<file path="src/rtl/rs_bypass_unit.sv">
// Operand bypass unit: tracks in-flight destination tags, forwards the
// youngest matching stage result to rs1/rs2 and flags load-use hazards.
module rs_bypass_unit #(
    parameter int unsigned XLEN       = 32,
    parameter int unsigned DEPTH      = 3,
    parameter int unsigned LOAD_READY = 1
) (
    input  logic                    clock,
    input  logic                    reset,
    input  logic                    io_issue_valid,
    input  logic [4:0]              io_issue_rd,
    input  logic                    io_issue_wen,
    input  logic                    io_issue_is_load,
    input  logic                    io_advance,
    input  logic                    io_flush,
    input  logic [4:0]              io_rs1_addr,
    input  logic [4:0]              io_rs2_addr,
    input  logic [XLEN-1:0]         io_rs1,
    input  logic [XLEN-1:0]         io_rs2,
    input  logic [DEPTH*XLEN-1:0]   io_stage_data,
    output logic [XLEN-1:0]         io_rs1_out,
    output logic [XLEN-1:0]         io_rs2_out,
    output logic [2:0]              io_rs1_sel,
    output logic [2:0]              io_rs2_sel,
    output logic                    io_stall,
    output logic [31:0]             io_stall_count
);

    localparam int unsigned SEL_W = 3;
    localparam int unsigned CNT_W = 32;

    typedef struct packed {
        logic       valid;
        logic [4:0] rd;
        logic       is_load;
    } tag_t;

    tag_t               entries_q [DEPTH];
    logic [CNT_W-1:0]   stall_count_q;

    logic               hit1, rdy1, hit2, rdy2;
    logic [SEL_W-1:0]   sel1, sel2;
    logic [XLEN-1:0]    data1, data2;
    logic               stall_c;
    logic               capture_c;

    // Youngest-match search per source; scanning old-to-young lets the
    // lowest index overwrite any older hit.
    always_comb begin
        hit1  = 1'b0;
        rdy1  = 1'b0;
        sel1  = '0;
        data1 = '0;
        hit2  = 1'b0;
        rdy2  = 1'b0;
        sel2  = '0;
        data2 = '0;
        for (int i = int'(DEPTH) - 1; i >= 0; i--) begin
            if (entries_q[i].valid && (entries_q[i].rd == io_rs1_addr) &&
                (io_rs1_addr != 5'd0)) begin
                hit1  = 1'b1;
                rdy1  = !entries_q[i].is_load || (i >= int'(LOAD_READY));
                sel1  = SEL_W'(i + 1);
                data1 = io_stage_data[i*XLEN +: XLEN];
            end
            if (entries_q[i].valid && (entries_q[i].rd == io_rs2_addr) &&
                (io_rs2_addr != 5'd0)) begin
                hit2  = 1'b1;
                rdy2  = !entries_q[i].is_load || (i >= int'(LOAD_READY));
                sel2  = SEL_W'(i + 1);
                data2 = io_stage_data[i*XLEN +: XLEN];
            end
        end
    end

    // Operand mux and hazard; an unready winner falls back to the register
    // file value but holds the issuing instruction.
    always_comb begin
        io_rs1_out = io_rs1;
        io_rs1_sel = '0;
        io_rs2_out = io_rs2;
        io_rs2_sel = '0;
        if (hit1 && rdy1) begin
            io_rs1_out = data1;
            io_rs1_sel = sel1;
        end
        if (hit2 && rdy2) begin
            io_rs2_out = data2;
            io_rs2_sel = sel2;
        end
        stall_c   = io_issue_valid && ((hit1 && !rdy1) || (hit2 && !rdy2));
        capture_c = io_issue_valid && io_issue_wen && (io_issue_rd != 5'd0) && !stall_c;
    end

    assign io_stall       = stall_c;
    assign io_stall_count = stall_count_q;

    // Tag pipeline: shift on advance, squash on flush, hold when frozen.
    always_ff @(posedge clock) begin
        if (reset) begin
            for (int i = 0; i < int'(DEPTH); i++) begin
                entries_q[i] <= '0;
            end
        end else if (io_flush) begin
            for (int i = 0; i < int'(DEPTH); i++) begin
                entries_q[i].valid <= 1'b0;
            end
        end else if (io_advance) begin
            for (int i = int'(DEPTH) - 1; i >= 1; i--) begin
                entries_q[i] <= entries_q[i-1];
            end
            if (capture_c) begin
                entries_q[0] <= '{valid: 1'b1, rd: io_issue_rd, is_load: io_issue_is_load};
            end else begin
                entries_q[0] <= '0;
            end
        end
    end

    // Saturating count of stalled cycles that would otherwise have advanced.
    always_ff @(posedge clock) begin
        if (reset) begin
            stall_count_q <= '0;
        end else if (stall_c && io_advance && (stall_count_q != '1)) begin
            stall_count_q <= stall_count_q + CNT_W'(1);
        end
    end

endmodule

</file>
<file path="config.mk">
export PLATFORM = sky130hd
export DESIGN_NAME = rs_bypass_unit
export DESIGN_NICKNAME = d
export VERILOG_FILES = /design/src/rtl/rs_bypass_unit.sv
export SDC_FILE = /design/constraint.sdc
export NUM_CORES = 1
export LEC_CHECK = 0
export ABC_AREA = 1
export BUFFER_PORTS_ARGS = -buffer_cell sky130_fd_sc_hd__buf_2
export CAP_MARGIN = 20
export CORE_MARGIN = 3
export CORE_UTILIZATION = 45
export CTS_BUF_LIST = sky130_fd_sc_hd__clkbuf_4
export DETAILED_ROUTE_END_ITERATION = 16
export GPL_TIMING_DRIVEN = 0
export PLACE_DENSITY = 0.77
export SKIP_CTS_REPAIR_TIMING = 1
export SLEW_MARGIN = 10
export SYNTH_ARGS = -nofsm -noshare
export SYNTH_HDL_FRONTEND = slang
export SYNTH_SLANG_ARGS = --single-unit
</file>
<file path="constraint.sdc">
create_clock -name clock -period 2.7 [get_ports clock]
set_input_delay 0.54 -clock clock [delete_from_list [all_inputs] [get_ports clock]]
set_output_delay 0.54 -clock clock [all_outputs]
set_load 0.005 [all_outputs]
</file>
# Yosys cells after proc, flatten, opt, wreduce, memory -nomap -nowiden
# Memories as Yosys holds them, arrays and structs flattened.
# Index checks and enable logic that the tools add are counted.
word_totals:
  ff_bits: 32
  memories: 1
  mem_bits_rw: 21
  elab_cells: 105
op_classes:
  n_reduce_logical: 30
  bitwise_logic: 11
  muxes: 54
  addsub: 1
  eq_ne: 7
mem_list:
  columns: ["name", "depth", "word_bits", "rd", "rd_clocked_by_memory_dff", "write_ports", "line_no", "source"]
  rows:
  - ["entries_q", 3, 7, 3, 0, 3, "38", "tag_t entries_q [DEPTH];"]
ops:
  columns: ["op", "count"]
  rows:
  - ["32-bit 2-to-1 mux", 8]
  - ["1-bit 2-to-1 mux", 34]
  - ["32-bit by 1-bit adder with 32-bit output (second input constant)", 1]
  - ["32-bit != test (second input constant)", 1]
  - ["5-bit equality test", 6]
  - ["6-bit 2-to-1 mux", 4]
  - ["1-bit logical AND", 22]
  - ["3-bit 2-to-1 mux", 6]
  - ["5-bit nonzero test", 3]
  - ["1-bit OR", 11]
  - ["1-bit zero test", 4]
  - ["2-bit 2-to-1 mux", 2]
  - ["1-bit logical OR", 1]

# Depth between registers and ports, before layout
# An unclocked memory read counts as a cell.
depth:
  ltp_word: 20
  mapped_depth: 13
  depth_no_buf: 12

# Worst setup path after synthesis
# Ideal clock, no wire load.
synth_timing:
  path_type: "input to output"
  startpoint: "input io_rs1_addr[3]"
  endpoint: "output io_rs1_out[10]"
  arrival_ps: 1687
  stages: 10
  setup_slack_ps: 473
  required_ps: 2160
  cell_sequence: "a21oi_1 nand3_1 nor3_2 nand2_2 nand2_1 nand2_2 nand2_2 buf_6 nand3_1 nand2_1"
synth_via:
  elab_chain_len: 8
  elab_cells_between_ends: 19
  cone_classes: "eq/ne (3); mux (8); reduce/logical (8)"
synth_rtl:
  columns: ["item", "line_no", "source"]
  rows:
  - ["start: declaration", "16", "input logic [4:0] io_rs1_addr,"]
  - ["5-bit equality test", "59", "if (entries_q[i].valid && (entries_q[i].rd == io_rs1_addr) &&"]
  - ["1-bit logical AND (2 in series)", "59", null]
  - ["1-bit 2-to-1 mux (3 in series)", "59", null]
  - ["1-bit logical AND", "83", "if (hit1 && rdy1) begin"]
  - ["32-bit 2-to-1 mux (*)", "83", null]
  - ["end: declaration", "21", "output logic [XLEN-1:0] io_rs1_out,"]
# Every way passes the cells marked *; elsewhere a longest branch is shown, timed or not.

==> flow_summary_export.csv <==
group,metric,value,unit
outcome,outcome,"complete, but fails checks",
outcome,violations,"setup timing",
worst_setup_path,r2r_cells,14,
pwr,p_per_area,214,nW/um2
placement,portBuffers,281,
hold_path,worstHoldEndpoint,"entries_q[0][6]",
floorplanning,die_area,15300,um2
route,routed-via-count,8879,
clock_tree,cts_tree,"built",
route,viasPerCell,5.30,
global_route,antenna_found_initial,3,
worst_setup_path,r2r-end,"entries_q[0][2]",
logic_synthesis,ys_ff_latch,51,
pwr,ir_drop,0.000256,V
logic_synthesis,synth_warnings,0,
worst_setup_path,r2r_slack,0.45,ns
global_route,grt_max_degree,17,
timing,skew,0.0241,ns
logic_synthesis,avgSynthCellArea,5.30,um2
route,first_pass_iters,5,
timing,period_minus_slack,2.87,ns
floorplanning,fp.dieW,124,um
clock_tree,htreeDepth,2,
hold_path,min_path_type,"in2reg",
pwr,leakage,4.87,nW
finish,drive_gt1_frac,0.328,
clock_tree,cts_root_buffer,"clkbuf_4",
floorplanning,core_area,13400,um2
logic_synthesis,synth_area_leader_cell,"nand2_1",
worst_setup_path,worstPathArrival,2.33,ns
clock_tree,clk_pin_slew,0.17,ns
global_route,grt_pass1_vias,7393,
worst_setup_path,reg2reg_from,"entries_q[0][2]",
timing,relSlewSlack,0.649,
finish,fill_cells,1304,
placement,dp_slack,-0.418,ns
floorplanning,placementRows,42,
worst_setup_path,crit_type,"reg2out",
logic_synthesis,yosysTopAreaCellShare,0.262,
timing,slew_viol_final,0,
logic_synthesis,netlist_instances,1177,
placement,hpwl,20400,um
logic_synthesis,synthTopCellsByArea,"nand2_1 (26%), nand3_1 (22%), dfxtp_1 (10%)",
timing,final_hold_viol_count,0,
route,remaining_drc_errors,0,
route,routed_wl,26800,um
timing,max_slew.worst_pin.slew,0.527,ns
clock_tree,clk_path_buf_depth,2,
global_route,grt_use_total,0.308,
clock_tree,clk_latency,0.39,ns
floorplanning,start_util,0.466,
logic_synthesis,syn_area,6240,um2
worst_setup_path,worstSetupEndpointType,"primary output",
hold_path,min_path_cells,3,
route,postRouteAntennaNets,0,
clock_tree,clock-sinks,51,
floorplanning,fp.dieH,124,um
timing,fmax,0.349,GHz
timing,finalSetupViolations,63,
route,drt_iter0_drc,797,
finish,multi_input_area,4640,um2
logic_synthesis,synth-seq-area-share,0.194,
global_route,overflow,0,
worst_setup_path,worstPathMaxFanout,8,
clock_tree,cts_buffers,5,
finish,syn_to_final_growth,44.7,%
worst_setup_path,critPathLaunchType,"flop",
route,wl_per_cell,16.0,um
finish,nets,1678,
floorplanning,ios,285,
placement,dpl-instance-area,7870,um2
finish,final_cells,1674,
hold_path,min_from,"io_flush",
flow_run,drv_cap,0,
finish,regArea,1210,um2
global_route,grt_pass1_wl,37600,um
timing,whs,0.471,ns
timing,finalCritPeriodShare,1.06,
logic_synthesis,synth_cell_types,33,
finish,fin_area,9030,um2
timing,rsz0062_at_grt,"yes",
placement,post-place-cells,1635,
worst_setup_path,critical_path_required,2.16,ns
timing,final.setup.worst_slack,-0.167,ns
placement,place.gp.congestion,0.994,
## stage by stage
stage          power [mW]   util  setup TNS, ns
2_1_floorplan        1.09      -              0
3_3_place_gp         1.38  0.587         -21.07
3_5_place_dp         1.38  0.587         -20.14
4_1_cts              1.82  0.593         -30.70
5_1_grt              2.02  0.673         -13.06
6_report             1.93  0.674          -6.33
## cells in the mapped netlist (all sizes together)
cell	instances
a21oi	36
nand2	443
o211ai	2
dfxtp	32
xor2	23
nand4	7
xnor2	11
nor2	62
edfxtp	19
nor3b	1
ha	1
nor3	27
o21ai	5
inv	161
o22ai	1
clkbuf	38
clkinv	2
buf	30
nand3b	3
nand3	272
conb	1
## worst max-delay path by stage
stage	from	end	slack, ns	depth (start not counted)
after global routing	entries_q[0][10]	io_rs2_out[29]	-0.28	12
after floorplan	io_rs1_addr[3]	io_rs1_out[10]	0.47	10
after global placement	io_rs2_addr[3]	io_rs2_out[29]	-0.45	12
final	entries_q[0][10]	io_rs2_out[26]	-0.17	11
after detailed placement	io_rs2_addr[3]	io_rs2_out[29]	-0.42	12
after CTS	entries_q[0][11]	io_rs2_out[29]	-0.58	12
## layout by cell type, fill, tap and decap left out, types with 3 or more instances in the layout
master / count
nand2_1: 419
buf_2: 287
nand3_1: 225
inv_1: 141
nor2_1: 52
nand3_2: 36
a21oi_1: 35
dfxtp_1: 32
buf_4: 29
xor2_1: 22
nor3_1: 22
buf_6: 19
edfxtp_1: 19
inv_2: 18
clkbuf_4: 15
clkbuf_2: 14
nand2_4: 12
nand3_4: 11
xnor2_1: 11
nand2_2: 10
nor2_4: 6
buf_8: 6
nand4_1: 6
clkbuf_1: 6
nor2_2: 4
nand2_8: 4
clkbuf_16: 4
nor3_4: 3
nand3b_1: 3
## kinds of logic after synthesis
| family | Yosys count | share of synthesized area |
|---|---|---|
| AOI/OAI and AO/OA | 44 | 0.0363 |
| other | 1 | 0.000601 |
| and+or+nand+nor | 815 | 0.567 |
| DFF | 51 | 0.194 |
| buffers and inverters | 231 | 0.152 |
| adders and majority gates | 1 | 0.00201 |
| xor gates and xnor gates | 34 | 0.0477 |
## routing by layer
layer / GRT usage / vias to the layer above / wire [um]
met5: 0 / - / 41
met4: 0.116 / 6 / 897
met3: 0.0704 / 59 / 2560
met2: 0.513 / 436 / 12900
met1: 0.389 / 4030 / 10500
li1: - / 4348 / -
## flip-flops by register name, indices dropped and copies added (netlist names)
register / flops
io_stall_count: 32
entries_q: 19
## power by group
part | total [mW] | switching (mW) | leakage [nW] | internal (mW)
clock network | 0.457 | 0.261 | 0.0452 | 0.195
logic | 0.645 | 0.365 | 4.37 | 0.280
registers | 0.830 | 0.0142 | 0.456 | 0.816
## area by class of cell
cell class / instances / area share
Antenna cell: 2 / 0.000554
Buffer: 67 / 0.0532
Clock buffer: 5 / 0.00416
Clock inverter: 3 / 0.00485
Inverter: 163 / 0.0686
Multi-Input combinational cell: 898 / 0.514
Sequential cell: 51 / 0.134
Tap cell: 176 / 0.0244
Timing Repair Buffer: 309 / 0.196
## critical path, stage by stage, from the launching register on
cell and delay, ns:
edfxtp_1 0.48, nand2_1 0.10, nand4_1 0.13, nor2_4 0.25, nand2_4 0.14, o21ai_4 0.11, nand2_4 0.11, nand2_8 0.16
buf_8 0.16, nand3_2 0.09, nand2_4 0.10, buf_6 0.09
No activity file was read; power rests on OpenSTA's default activity.
